`src/rtl/usbkeys_tx.sv`:
```
// ASCII key to USB-keyboard byte stream: one press packet (MAGIC, mask, 00, code) per key,
// optionally followed by a release packet, with an optional idle gap after each packet.
module usbkeys_tx #(
   parameter logic [23:0] MAGIC        = 24'h57AB01,
   parameter bit          SEND_RELEASE = 1'b1,
   parameter int unsigned GAP          = 0
) (
   input  logic       i_clk,
   input  logic       i_rst,
   input  logic [7:0] i_key,
   input  logic       i_key_valid,
   output logic       o_key_ready,
   output logic [7:0] o_byte,
   output logic       o_byte_valid,
   input  logic       i_byte_ready,
   output logic       o_unmapped
);

   localparam logic [7:0] GAP_CYC = 8'(GAP);

   typedef enum logic [2:0] {
      ST_IDLE,
      ST_PRESS,
      ST_GAP_P,
      ST_RELEASE,
      ST_GAP_R
   } state_t;

   state_t     r_state;
   logic [2:0] r_idx;
   logic [7:0] r_gap_cnt;
   logic [7:0] r_mask;
   logic [7:0] r_code;
   logic [7:0] r_byte;
   logic       r_byte_valid;
   logic       r_key_ready;
   logic       r_unmapped;

   logic       w_mapped;
   logic [7:0] w_mask;
   logic [7:0] w_code;
   logic [7:0] w_cur_mask;
   logic [7:0] w_cur_code;
   logic [7:0] w_next_byte;
   logic       w_byte_xfer;
   logic       w_last;
   logic       w_in_pkt;
   logic       w_in_gap;
   logic       w_pkt_done;
   logic       w_to_release;

   function automatic logic [7:0] pkt_byte(input logic [2:0] idx, input logic [7:0] mask,
                                           input logic [7:0] code);
      case (idx)
         3'd0:    pkt_byte = MAGIC[23:16];
         3'd1:    pkt_byte = MAGIC[15:8];
         3'd2:    pkt_byte = MAGIC[7:0];
         3'd3:    pkt_byte = mask;
         3'd4:    pkt_byte = 8'h00;
         default: pkt_byte = code;
      endcase
   endfunction

   always_comb begin
      // NOTE: every signal gets a default before any branch, so no path can infer a latch.
      w_mapped = 1'b1;
      w_mask   = 8'h00;
      w_code   = 8'h00;
      if (i_key >= 8'h61 && i_key <= 8'h7A) begin
         w_code = i_key - 8'h5D;
      end else if (i_key >= 8'h41 && i_key <= 8'h5A) begin
         w_mask = 8'h02;
         w_code = i_key - 8'h3D;
      end else if (i_key >= 8'h31 && i_key <= 8'h39) begin
         w_code = i_key - 8'h13;
      end else begin
         case (i_key)
            8'h30:   w_code = 8'h27;
            8'h0D:   w_code = 8'h28;
            8'h1B:   w_code = 8'h29;
            8'h08:   w_code = 8'h2A;
            8'h09:   w_code = 8'h2B;
            8'h20:   w_code = 8'h2C;
            default: w_mapped = 1'b0;
         endcase
      end
   end

   // Release packets reuse the press datapath with mask and code forced to zero.
   assign w_cur_mask   = (r_state == ST_RELEASE) ? 8'h00 : r_mask;
   assign w_cur_code   = (r_state == ST_RELEASE) ? 8'h00 : r_code;
   assign w_next_byte  = pkt_byte(3'(r_idx + 3'd1), w_cur_mask, w_cur_code);
   assign w_byte_xfer  = r_byte_valid & i_byte_ready;
   assign w_last       = (r_idx == 3'd5);
   assign w_in_pkt     = (r_state == ST_PRESS) || (r_state == ST_RELEASE);
   assign w_in_gap     = (r_state == ST_GAP_P) || (r_state == ST_GAP_R);
   assign w_to_release = SEND_RELEASE && ((r_state == ST_PRESS) || (r_state == ST_GAP_P));
   assign w_pkt_done   = (w_in_pkt && w_byte_xfer && w_last && (GAP_CYC == 8'd0)) ||
                         (w_in_gap && (r_gap_cnt <= 8'd1));

   // NOTE: sequential state uses non-blocking assignments only, so every register samples pre-edge values.
   always_ff @(posedge i_clk) begin
      if (i_rst) begin
         r_state      <= ST_IDLE;
         r_idx        <= 3'd0;
         r_gap_cnt    <= 8'd0;
         r_mask       <= 8'h00;
         r_code       <= 8'h00;
         r_byte       <= 8'h00;
         r_byte_valid <= 1'b0;
         r_key_ready  <= 1'b1;
         r_unmapped   <= 1'b0;
      end else begin
         r_unmapped <= 1'b0;
         if (w_pkt_done) begin
            r_idx <= 3'd0;
            if (w_to_release) begin
               r_state      <= ST_RELEASE;
               r_byte       <= MAGIC[23:16];
               r_byte_valid <= 1'b1;
            end else begin
               r_state      <= ST_IDLE;
               r_byte_valid <= 1'b0;
               r_key_ready  <= 1'b1;
            end
         end else begin
            case (r_state)
               ST_IDLE: begin
                  if (i_key_valid) begin
                     if (w_mapped) begin
                        r_state      <= ST_PRESS;
                        r_mask       <= w_mask;
                        r_code       <= w_code;
                        r_idx        <= 3'd0;
                        r_byte       <= MAGIC[23:16];
                        r_byte_valid <= 1'b1;
                        r_key_ready  <= 1'b0;
                     end else begin
                        r_unmapped <= 1'b1;
                     end
                  end
               end
               ST_PRESS, ST_RELEASE: begin
                  if (w_byte_xfer) begin
                     if (!w_last) begin
                        r_idx  <= 3'(r_idx + 3'd1);
                        r_byte <= w_next_byte;
                     end else begin
                        r_byte_valid <= 1'b0;
                        r_gap_cnt    <= GAP_CYC;
                        r_state      <= (r_state == ST_PRESS) ? ST_GAP_P : ST_GAP_R;
                     end
                  end
               end
               ST_GAP_P, ST_GAP_R: begin
                  r_gap_cnt <= r_gap_cnt - 8'd1;
               end
               default: begin
                  r_state <= ST_IDLE;
               end
            endcase
         end
      end
   end

   assign o_key_ready  = r_key_ready;
   assign o_byte       = r_byte;
   assign o_byte_valid = r_byte_valid;
   assign o_unmapped   = r_unmapped;

endmodule

```
`config.mk`:
```
export PLATFORM = sky130hd
export DESIGN_NAME = usbkeys_tx
export DESIGN_NICKNAME = d
export VERILOG_FILES = /design/src/rtl/usbkeys_tx.sv
export SDC_FILE = /design/constraint.sdc
export NUM_CORES = 1
export LEC_CHECK = 0
export BUFFER_PORTS_ARGS = -buffer_cell sky130_fd_sc_hd__buf_2
export CORE_ASPECT_RATIO = 1.75
export CORE_MARGIN = 8
export CORE_UTILIZATION = 62
export CTS_BUF_LIST = sky130_fd_sc_hd__clkbuf_8 sky130_fd_sc_hd__clkbuf_16
export CTS_CLUSTER_DIAMETER = 150
export DETAILED_ROUTE_END_ITERATION = 16
export GPL_TIMING_DRIVEN = 0
export PLACE_DENSITY = 0.87
export SLEW_MARGIN = 10
export SYNTH_ARGS = -nofsm -noshare
export SYNTH_HDL_FRONTEND = slang
export SYNTH_SLANG_ARGS = --single-unit
```
`constraint.sdc`:
```
create_clock -name i_clk -period 6.12 [get_ports i_clk]
set_input_delay 0.612 -clock i_clk [delete_from_list [all_inputs] [get_ports i_clk]]
set_output_delay 0.612 -clock i_clk [all_outputs]
set_load 0.01 [all_outputs]
```
==> results.cfg <==
[synth]
yosysTopAreaCellShare_pct = 33.3
synth_nets = 270
syn_inst = 247
synth-edff-count = 0
netlist_area_um2 = 2040
async_flop_share_pct = 0
yosysMostFrequentCell = dfxtp_1
synthTopCellsByCount = dfxtp_1, nor2_1, a21oi_1, nand2_1, inv_1
synthDistinctLibCells = 52
syn_avg_cell_area_um2 = 8.27
synth_top_area_cell = dfxtp_1
synth_seq_cells = 34
ys_top_cells_by_area = dfxtp_1, ha_1, nor2_1, a21oi_1, nand2_1
yosys_warnings = 0
yosysSeqAreaShare_pct = 33.3
synth_ff_type = dfxtp_1

[sta]
setup_viol = 0
max_freq_mhz = 369
finalWorstSetupSlack_ns = 3.41
max_slew_margin_pct = 45.8
hold_slack_ns = 0.442
finalClockSkew_ns = 0.00455
tightestPinTransition_ns = 0.812
slew_viol_final = 0
fin_crit_sh_pct = 44.2
tns_ns = 0
period_needed_ns = 2.71
hold_violations = 0
rsz0062_at_grt = no

[critical_path]
crit_path_max_fanout = 8
endpoint_kind = flip-flop
r2r_start = r_idx[0]$_SDFFE_PP0P_
start_kind = input port
critPathArrivalTime_ns = 2.85
cp.required_ns = 6.26
worstSetupPathType = in -> reg
cp-startpoint = i_key[0]

[cells_and_area]
diodes = 0
final_layout_size_suffix_gt1_share_pct = 15.2
nets = 298
final_core_util_pct = 73.0
syn2layout_area_growth_pct = 12.2
fillers = 255
final-seq-area_um2 = 681
multi_input_area_um2 = 1250

[floorplanning]
die_y_um = 91.9
floorplan.die.width_um = 59.4
num_rows = 27
start_util_pct = 65.0
coreArea_um2 = 3140
io_pins = 23
die-area_um2 = 5460

[cts]
worstSkewPairLatency_ns = 0.28
cts_setup_buffers = 0
cts_buffer_depth = 2
cts.sinks = 34
hold_buffers = 0
cts_tree = done
post_cts_resized = 0
clkSlewWorstSetupHoldPaths_ns = 0.07
cts_made_buffers = 5
cts_root_buf = clkbuf_8
cts_max_level = 2

[detailed_routing]
via_per_inst = 5.91
wirelength_mm = 4.68
post_drt_wl_per_cell_um = 14.7
dr.pass1.iters = 4
antenna_left = 0
vias = 1884
drc_errors = 0
drtIter0Drc = 64

[pwr]
power.density_nw_per_um2 = 204
peakVddDrop_uv = 194
p_leak_nw = 0.925

[global_route]
grtUsageTotal_pct = 17.6
grt_max_degree = 11
grt_pass1_vias = 1851
antenna_found_initial = 0
grt_pass1_wl_mm = 7.82
gr-total-overflow = 0

[placement]
hpwl_mm = 3.61
place.gp.congestion = 0.937
dp_slack_ns = 3.15
io_buffer_count = 21

[run]
drv_cap = 0

[hold_path]
hold_start = o_key_ready$_SDFFE_PP1P_
min_path_type = reg -> reg

[outcome]
status = finished, final reports clean
## path summary, 6_finish.rpt
check                                  end  slack [ns]  depth (start not counted)
hold reg to reg   o_key_ready$_SDFFE_PP1P_        0.44                          2
setup / recovery    o_byte[4]$_SDFFE_PP0P_        3.41                          9
hold / removal    o_key_ready$_SDFFE_PP1P_        0.44                          2
setup reg to reg    o_byte[1]$_SDFFE_PP0P_        3.61                          6
## kinds of logic after synthesis
group / share of synthesized area (%)
adder cells (fa/ha/maj): 6.74
multiplexers: 1.53
XOR/XNOR: 3.86
AND/OR/NAND/NOR: 25.3
buffers and inverters: 5.27
AO/OA/AOI/OAI: 24.0
flip-flops: 33.3
## power by group
part,internal (mW),switching [mW]
clock network,0.0890,0.0789
logic,0.0260,0.0413
registers,0.228,0.00365
## per-stage QoR
step	power, mW	cell area [um^2]	cells
2_1_floorplan	0.282	2040	247
3_3_place_gp	0.302	2200	311
3_5_place_dp	0.304	2200	311
4_1_cts	0.470	2290	319
5_1_grt	0.488	2290	319
6_report	0.467	2290	319
## metal layers
metal,vias up,track usage [%],part of all wire (%)
li1,961,-,-
met1,877,18.0,41
met2,36,31.5,53
met3,10,3.78,4.1
met4,0,9.24,2.0
met5,-,0,0
## area by class of cell
class	count	share of cell area [%]
inverter	15	2.45
tap	43	2.35
sequential	34	29.7
multi-input combinational	188	54.7
buffer	10	2.24
timing repair buffer	21	4.58
clock buffer	6	3.60
clock inverter	2	0.382
## worst max-delay path: stages
cell and delay (ns):
buf_2 0.15, inv_1 0.13, ha_1 0.32, nor3b_1 0.38, a21o_1 0.26, o22ai_1 0.21
or2_4 0.35, o211ai_4 0.29, a221oi_1 0.14
## registers in the layout (all words and copies together) (netlist names)
| signal | flops |
|---|---|
| r_mask | 1 |
| r_idx | 3 |
| o_byte | 8 |
| o_key_ready | 1 |
| o_unmapped | 1 |
| r_code | 8 |
| r_state | 3 |
| o_byte_valid | 1 |
| r_gap_cnt | 8 |
## placed cells by master, fill, tap and decap left out, types with 4 or more instances in the layout
cell type  synthesis  final
a211o_1            4      4
a211oi_1           6      6
a21oi_1           17     17
a221oi_1           6      6
buf_2              2     23
clkbuf_1           5      5
clkbuf_8           0      6
dfxtp_1           34     34
ha_1              11     11
inv_1             15     16
nand2_1           17     17
nand2b_1           8      8
nand4_1            4      4
nor2_1            30     30
nor2b_1            6      6
nor3_1             6      6
nor4_1             5      5
o21ai_0            6      6
o2bb2ai_1          4      4
xnor2_1            7      7
No activity file was read; power rests on OpenSTA's default activity.
